===== config.mk =====
export PLATFORM = sky130hd
export DESIGN_NAME = bus_transfer_sequencer
export DESIGN_NICKNAME = d
export VERILOG_FILES = /design/src/rtl/bus_transfer_sequencer.sv
export SDC_FILE = /design/constraint.sdc
export NUM_CORES = 1
export LEC_CHECK = 0
export CORE_ASPECT_RATIO = 0.7
export CORE_UTILIZATION = 48
export CTS_CLUSTER_DIAMETER = 200
export DETAILED_ROUTE_END_ITERATION = 8
export PLACE_DENSITY = 0.87
export SKIP_LAST_GASP = 1
export SYNTH_ARGS = -nofsm -noshare
export SYNTH_HDL_FRONTEND = slang
export SYNTH_SLANG_ARGS = --single-unit

===== constraint.sdc =====
create_clock -name clk -period 2.15 [get_ports clk]
set_clock_uncertainty 0.15 [all_clocks]
set_input_delay 0.43 -clock clk [delete_from_list [all_inputs] [get_ports clk]]
set_output_delay 0.43 -clock clk [all_outputs]
set_load 0.02 [all_outputs]

===== src/rtl/bus_transfer_sequencer.sv =====
// Register-to-register transfer sequencer: queues {src,dst} requests, drives a one-hot
// read enable for SETTLE cycles, then strobes the destination write enable.
module bus_transfer_sequencer #(
  parameter int unsigned NUM_SRC = 10,
  parameter int unsigned NUM_DST = 10,
  parameter int unsigned DEPTH   = 4,
  parameter int unsigned SETTLE  = 1
) (
  input  logic               clk,
  input  logic               rst,
  input  logic               req_valid,
  output logic               req_ready,
  input  logic [3:0]         req_src,
  input  logic [3:0]         req_dst,
  output logic [NUM_SRC-1:0] read_en,
  output logic [NUM_DST-1:0] write_en,
  output logic               done,
  output logic [3:0]         done_dst,
  output logic               err,
  output logic               busy
);
  localparam int unsigned PW = (DEPTH > 1) ? $clog2(DEPTH) : 1;
  localparam int unsigned CW = PW + 1;
  localparam int unsigned SW = (SETTLE > 1) ? $clog2(SETTLE) : 1;

  typedef enum logic [1:0] {S_IDLE, S_DRIVE, S_WRITE} state_t;

  function automatic logic [NUM_SRC-1:0] src_onehot(input logic [3:0] code);
    return {{(NUM_SRC-1){1'b0}}, 1'b1} << code;
  endfunction

  function automatic logic [NUM_DST-1:0] dst_onehot(input logic [3:0] code);
    return {{(NUM_DST-1){1'b0}}, 1'b1} << code;
  endfunction

  state_t           state_q, state_d;
  logic [SW-1:0]    settle_q, settle_d;
  logic [3:0]       cur_src_q, cur_src_d;
  logic [3:0]       cur_dst_q, cur_dst_d;
  logic [7:0]       mem_q [DEPTH];
  logic [PW-1:0]    wr_ptr_q, rd_ptr_q;
  logic [CW-1:0]    count_q, count_d;
  logic [NUM_SRC-1:0] read_en_q, read_en_d;
  logic [NUM_DST-1:0] write_en_q, write_en_d;
  logic             done_q, done_d;
  logic [3:0]       done_dst_q, done_dst_d;
  logic             err_q;

  logic             accept, codes_ok, push, pop, fifo_empty;
  logic [3:0]       head_src, head_dst;

  assign req_ready  = (count_q < CW'(DEPTH));
  assign fifo_empty = (count_q == '0);
  assign busy       = !fifo_empty || (state_q != S_IDLE);
  assign accept     = req_valid && req_ready;
  assign codes_ok   = ({28'd0, req_src} < NUM_SRC) && ({28'd0, req_dst} < NUM_DST);
  assign push       = accept && codes_ok;
  assign head_src   = mem_q[rd_ptr_q][7:4];
  assign head_dst   = mem_q[rd_ptr_q][3:0];

  assign read_en  = read_en_q;
  assign write_en = write_en_q;
  assign done     = done_q;
  assign done_dst = done_dst_q;
  assign err      = err_q;

  always_comb begin
    count_d = count_q;
    if (push && !pop) begin
      count_d = count_q + CW'(1);
    end else if (!push && pop) begin
      count_d = count_q - CW'(1);
    end
  end

  // Outputs are computed from the current state and registered, so they trail the
  // state by one cycle; the WRITE pop therefore chains straight into the next DRIVE.
  always_comb begin
    state_d    = state_q;
    settle_d   = settle_q;
    cur_src_d  = cur_src_q;
    cur_dst_d  = cur_dst_q;
    pop        = 1'b0;
    read_en_d  = '0;
    write_en_d = '0;
    done_d     = 1'b0;
    done_dst_d = '0;
    case (state_q)
      S_IDLE: begin
        if (!fifo_empty) begin
          pop       = 1'b1;
          state_d   = S_DRIVE;
          settle_d  = '0;
          cur_src_d = head_src;
          cur_dst_d = head_dst;
        end
      end
      S_DRIVE: begin
        read_en_d = src_onehot(cur_src_q);
        if (settle_q == SW'(SETTLE - 1)) begin
          state_d = S_WRITE;
        end else begin
          settle_d = settle_q + SW'(1);
        end
      end
      S_WRITE: begin
        read_en_d  = src_onehot(cur_src_q);
        write_en_d = dst_onehot(cur_dst_q);
        done_d     = 1'b1;
        done_dst_d = cur_dst_q;
        if (!fifo_empty) begin
          pop       = 1'b1;
          state_d   = S_DRIVE;
          settle_d  = '0;
          cur_src_d = head_src;
          cur_dst_d = head_dst;
        end else begin
          state_d = S_IDLE;
        end
      end
      default: state_d = S_IDLE;
    endcase
  end

  always_ff @(posedge clk) begin
    if (rst) begin
      state_q    <= S_IDLE;
      settle_q   <= '0;
      wr_ptr_q   <= '0;
      rd_ptr_q   <= '0;
      count_q    <= '0;
      read_en_q  <= '0;
      write_en_q <= '0;
      done_q     <= 1'b0;
      done_dst_q <= '0;
      err_q      <= 1'b0;
    end else begin
      state_q    <= state_d;
      settle_q   <= settle_d;
      count_q    <= count_d;
      read_en_q  <= read_en_d;
      write_en_q <= write_en_d;
      done_q     <= done_d;
      done_dst_q <= done_dst_d;
      err_q      <= accept && !codes_ok;
      if (push) begin
        wr_ptr_q <= wr_ptr_q + PW'(1);
      end
      if (pop) begin
        rd_ptr_q <= rd_ptr_q + PW'(1);
      end
    end
  end

  always_ff @(posedge clk) begin
    if (push) begin
      mem_q[wr_ptr_q] <= {req_src, req_dst};
    end
    cur_src_q <= cur_src_d;
    cur_dst_q <= cur_dst_d;
  end

endmodule


# == Yosys cells after proc, flatten, opt, wreduce, memory -nomap -nowiden ==
# Memories as Yosys holds them, arrays and structs flattened. A register that Yosys moved wholly into a read port is not among the register bits.
# Index checks and enable logic that the tools add are counted.
# classes
add_sub_neg,5
mux,14
eq_ne,5
n_lt_le_gt_ge,3
n_reduce_logical,23
n_shift,2
bitwise_logic,3
# op_table
cell,count
"left shift 1 x 4 -> 10 bit, first input constant",2
"less-than comparator 4 bit, second input constant",2
two-way mux 1 bit,8
OR reduction 2 bit,4
logical AND 1 bit,6
two-way mux 3 bit,2
"inequality test 2 bit, second input constant",3
one-hot mux 2 bit (3 select lines),1
AND reduction 2 bit,3
nonzero test 2 bit,3
"adder 2 x 1 -> 2 bit, second input constant",2
logical NOT 1 bit,4
two-way mux 2 bit,2
"adder 3 x 1 -> 3 bit, second input constant",1
logical NOT 3 bit,1
"less-than comparator 3 bit, second input constant",1
inverter 1 bit,3
"subtractor 3 x 1 -> 3 bit, second input constant",1
"equality test 2 x 1 -> 1 bit, second input constant",1
"equality test 2 bit, second input constant",1
logical NOT 2 bit,1
one-hot mux 1 bit (2 select lines),1
"adder 1 bit, second input constant",1
logical OR 1 bit,1
# word_totals
in_bits,11
out_inout_bits,28
reg_bits,36
n_memories,1
word_cells,66
mem_bits_rw,32
# mem_list
name,words,width,read_ports,rd_clocked_by_memory_dff,write_ports,line_no,rtl
mem_q,4,8,1,1,1,40,logic [7:0] mem_q [DEPTH];

# == Longest topological paths before layout ==
# depth
depth_word,7
depth_mapped,9
ltp_nobuf,9

# == Worst setup path before layout ==
# OpenSTA, ideal clock, no wires.
# synth_timing
path_type,input to register
from,in req_src[2]
to,reg count_q[2]
path_buffers,1
path_slack_ns,-0.182
stages,9
required_time_ns,1.930
arrival_ns,2.112
path_cell_list,o21ai_0 and4_1 buf_2 ha_1 inv_1 fa_1 xor2_1 or3_1 a21oi_1
# synth_via
elab_chain_cells,6
# synth_rtl
element,line_no,rtl
from (decl),13,"input logic [3:0] req_src,"
less-than comparator 4 bit (*),56,"assign codes_ok = ({28'd0, req_src} < NUM_SRC) && ({28'd0, req_dst} < NUM_DST);"
logical AND 1 bit (*),56,
logical AND 1 bit (*),57,assign push = accept && codes_ok;
net push,49,"logic accept, codes_ok, push, pop, fifo_empty;"
logical NOT 1 bit,71,end else if (!push && pop) begin
logical AND 1 bit,71,
nonzero test 2 bit (no line),n/a,
to (signal assigned),140,count_q <= count_d;
to (decl),42,"logic [CW-1:0] count_q, count_d;"
# Mark *: on every way through the listed nets, which the timed path passes. The rest lies on a longest branch.
# A chain may end at the register's enable or synchronous reset.

# == Worst setup path after layout ==
# layout_timing
from,reg state_q[1]
to,reg count_q[2]
# layout_via
elab_chain_cells,6
# layout_rtl
element,line_no,rtl
from (decl),36,"state_t state_q, state_d;"
from (signal assigned),138,state_q <= state_d;
equality test 2 bit / logical NOT 2 bit (equally long branches),88,case (state_q)
OR reduction 2 bit (no line) (*),n/a,
two-way mux 1 bit (*),n/a,
logical NOT 1 bit,69,if (push && !pop) begin
logical AND 1 bit,69,
two-way mux 3 bit / nonzero test 2 bit (equally long branches),n/a,
# Every way passes the cells marked *; elsewhere a longest branch is shown, timed or not.

==> results.json <==
{
  "status": "finished with violations",
  "violations": "negative setup slack",
  "nFillCells": 387,
  "synth_seq_area_share_pct": 70.0,
  "rsz0062_at_grt": "yes",
  "dp_hpwl_um": 3360,
  "power.density_mw_per_mm2": 1100,
  "critPathKind": "reg2reg",
  "antenna_found_initial": 0,
  "syn_nets": 199,
  "period_needed_ns": 2.17,
  "synth_fa_ha_area_share_pct": 4.88,
  "final_cell_mix": "edfxtp_1 (40), dfxtp_1 (33), clkdlybuf4s50_1 (31)",
  "cts_tree": "built",
  "track_usage_pct": 19.1,
  "layout-drive-gt1-share_pct": 27.3,
  "synthMuxAreaShare_pct": 8.29,
  "relSlewSlack_pct": 71.0,
  "r2r_setup_slack_ns": -0.02,
  "final_common_cell": "edfxtp_1",
  "min_path_cells": 1,
  "max_clock_freq_mhz": 460,
  "synthesis.area_mm2": 0.00272,
  "ir_worst_vdd_mv": 0.510,
  "die_h_um": 64.9,
  "finalHoldViolCount": 0,
  "ant_nets": 0,
  "top_layer_used": "met4",
  "setup_viol_count_final": 1,
  "wl_met3_um": 299,
  "async_flop_share_pct": 0,
  "hold_path_class": "reg2reg",
  "grt_overflow_total": 0,
  "core_area_mm2": 0.00534,
  "cts_root_buf": "clkbuf_8",
  "leakage_nw": 1.34,
  "postLayoutSetupSlackWorst_ns": -0.0216,
  "synth_top_family_by_area": "simple AND/OR/NAND/NOR gates",
  "dr_wl_met2_um": 2300,
  "synthFlopType": "edfxtp_1",
  "syn_inst": 178,
  "diodes": 0,
  "crit_top_cell": "ha_4",
  "grt_pass1_wl_um": 8090,
  "path_clk_slew_ns": 0.08,
  "grt_max_degree": 14,
  "die_w_um": 91.9,
  "post_drt_wl_per_cell_um": 14.6,
  "worst_slew_pin_slew_ns": 0.434,
  "synth_xor_area_share_pct": 0.968,
  "clk_path_buf_depth": 2,
  "met1Wirelength_um": 2120,
  "start_util_pct": 50.8,
  "area_delta_synth_final_pct": 33.5,
  "numCtsBuffers": 9,
  "arrival_ns": 2.29,
  "rr_startpoint": "state_q[1]",
  "synth_seq_cells": 75,
  "via_per_inst": 4.78,
  "critPathLaunch": "state_q[1]",
  "multiInputGateArea_um2": 822,
  "worst_path_max_delay_cell": "dfxtp_2",
  "place_ws_ns": -0.551,
  "slowest_delay_ns": 0.33,
  "drv_slew": 0,
  "syn_avg_cell_area_um2": 15.3,
  "synth_top_cell_by_area": "edfxtp_1",
  "synth_edf_count": 40,
  "vias": 1554,
  "nNetsFinal": 269,
  "cts_sinks": 75,
  "final.period_utilization_pct": 101,
  "rr_worst_depth": 9,
  "endpoint_kind": "flop",
  "first_iter_violations": 100,
  "die_area_mm2": 0.00597,
  "worstPathMaxFanout": 3,
  "clk-insertion-delay-late_ns": 0.34,
  "hold_start": "cur_dst_q[2]",
  "path_cells": "buf_4 > ha_4 > o32ai_4 > ha_4 > inv_2 > fa_2 > xor2_1 > or3_1 > a21oi_1",
  "synth-simple-area-share_pct": 11.2,
  "grt_pass1_vias": 1571,
  "gp_congestion": 0.765,
  "worst_setup_path_start_kind": "flop",
  "crit_buf_inv": 2,
  "io_pins": 39,
  "synthTopCellsByArea": "edfxtp_1 (44%), dfxtp_1 (26%), mux4_2 (6.6%)",
  "drc": 0,
  "seqCellArea_mm2": 0.00190,
  "portBuffers": 38,
  "yosys_warnings": 0,
  "ys_types": 34,
  "synth_compound_area_share_pct": 2.35,
  "cts-htree-levels": 3,
  "netlist.area_leader.share_pct": 44.2,
  "cap_violations": 0,
  "min_to": "write_en[8]",
  "rows": 22,
  "cp_top_family": "adder cells",
  "r2r_end": "count_q[2]",
  "critPathRequiredTime_ns": 2.27,
  "utilization_pct": 67.9,
  "first_pass_iters": 4,
  "routed_wl_um": 4750
}
## synthesized netlist by cell type, drive strengths merged, types with 2 or more instances
cell / instances
o21ai: 4
a21oi: 2
xor2: 2
and2: 7
clkbuf: 2
dfxtp: 35
or3: 2
nor3: 6
mux2i: 3
edfxtp: 40
ha: 9
nor2: 20
nand2b: 7
nand2: 4
inv: 11
buf: 2
mux4: 8
## sequential cells by signal, indices dropped and copies added (netlist names)
register	cells
read_en	10
err	1
wr_ptr_q	2
cur_dst_q	4
done	1
cur_src_q	4
mem_q	32
done_dst	4
write_en	10
state_q	2
rd_ptr_q	2
count_q	3
## routing by layer
layer,global-route usage (%),vias up
met2,31.1,61
met3,8.57,4
met4,5.27,0
met1,23.3,715
li1,-,774
met5,0,-
## power by group
group	switching, W	internal [W]
Combinational	0.000516	0.000604
Sequential	0.000177	0.00173
Clock	0.000493	0.000449
Total	0.00119	0.00279
## stage by stage
stage / area, um^2 / power [W] / std cells / hold slack [ns] / TNS [ns]
5_1_grt: 3630 / 0.00423 / 325 / 0.379 / -0.102
2_1_floorplan: 2750 / 0.00255 / 178 / 0.321 / 0
6_report: 3630 / 0.00397 / 325 / 0.377 / -0.0216
3_3_place_gp: 3400 / 0.00289 / 306 / 0.352 / -3.16
4_1_cts: 3630 / 0.00400 / 325 / 0.370 / 0
3_5_place_dp: 3400 / 0.00295 / 306 / 0.358 / -4.66
## what timing repair did
action | in CTS | in global routing
setup endpoints to repair | 2 | 2
hold buffers | 0 | 0
pin swaps | 7 | 0
cloned | 0 | 0
buffers inserted | 3 | 0
resized for setup | 18 | 2
## kinds of logic after synthesis
logic type / count (synthesis)
AO/OA/AOI/OAI: 9
XOR/XNOR: 3
adder cells (fa/ha/maj): 10
buffers and inverters: 15
flip-flops: 75
multiplexers: 12
AND/OR/NAND/NOR: 54
## layout make-up
| class | instances | area share (%) |
|---|---|---|
| Sequential cell | 75 | 52.5 |
| Clock inverter | 6 | 1.04 |
| Clock buffer | 10 | 3.80 |
| Inverter | 11 | 1.14 |
| Tap cell | 72 | 2.48 |
| Multi-Input combinational cell | 88 | 22.7 |
| Timing Repair Buffer | 63 | 16.4 |
## how the worst max path moves through the flow
stage | endpoint | slack [ns] | depth (start not counted)
2_1_floorplan | count_q[2] | 0.004 | 9
3_3_place_gp | count_q[2] | -0.46 | 9
3_5_place_dp | count_q[2] | -0.55 | 9
4_1_cts | count_q[2] | 0.001 | 9
5_1_grt | count_q[2] | -0.10 | 9
6_report | count_q[2] | -0.02 | 9
Note: power is estimated with default switching activity, not from simulation.
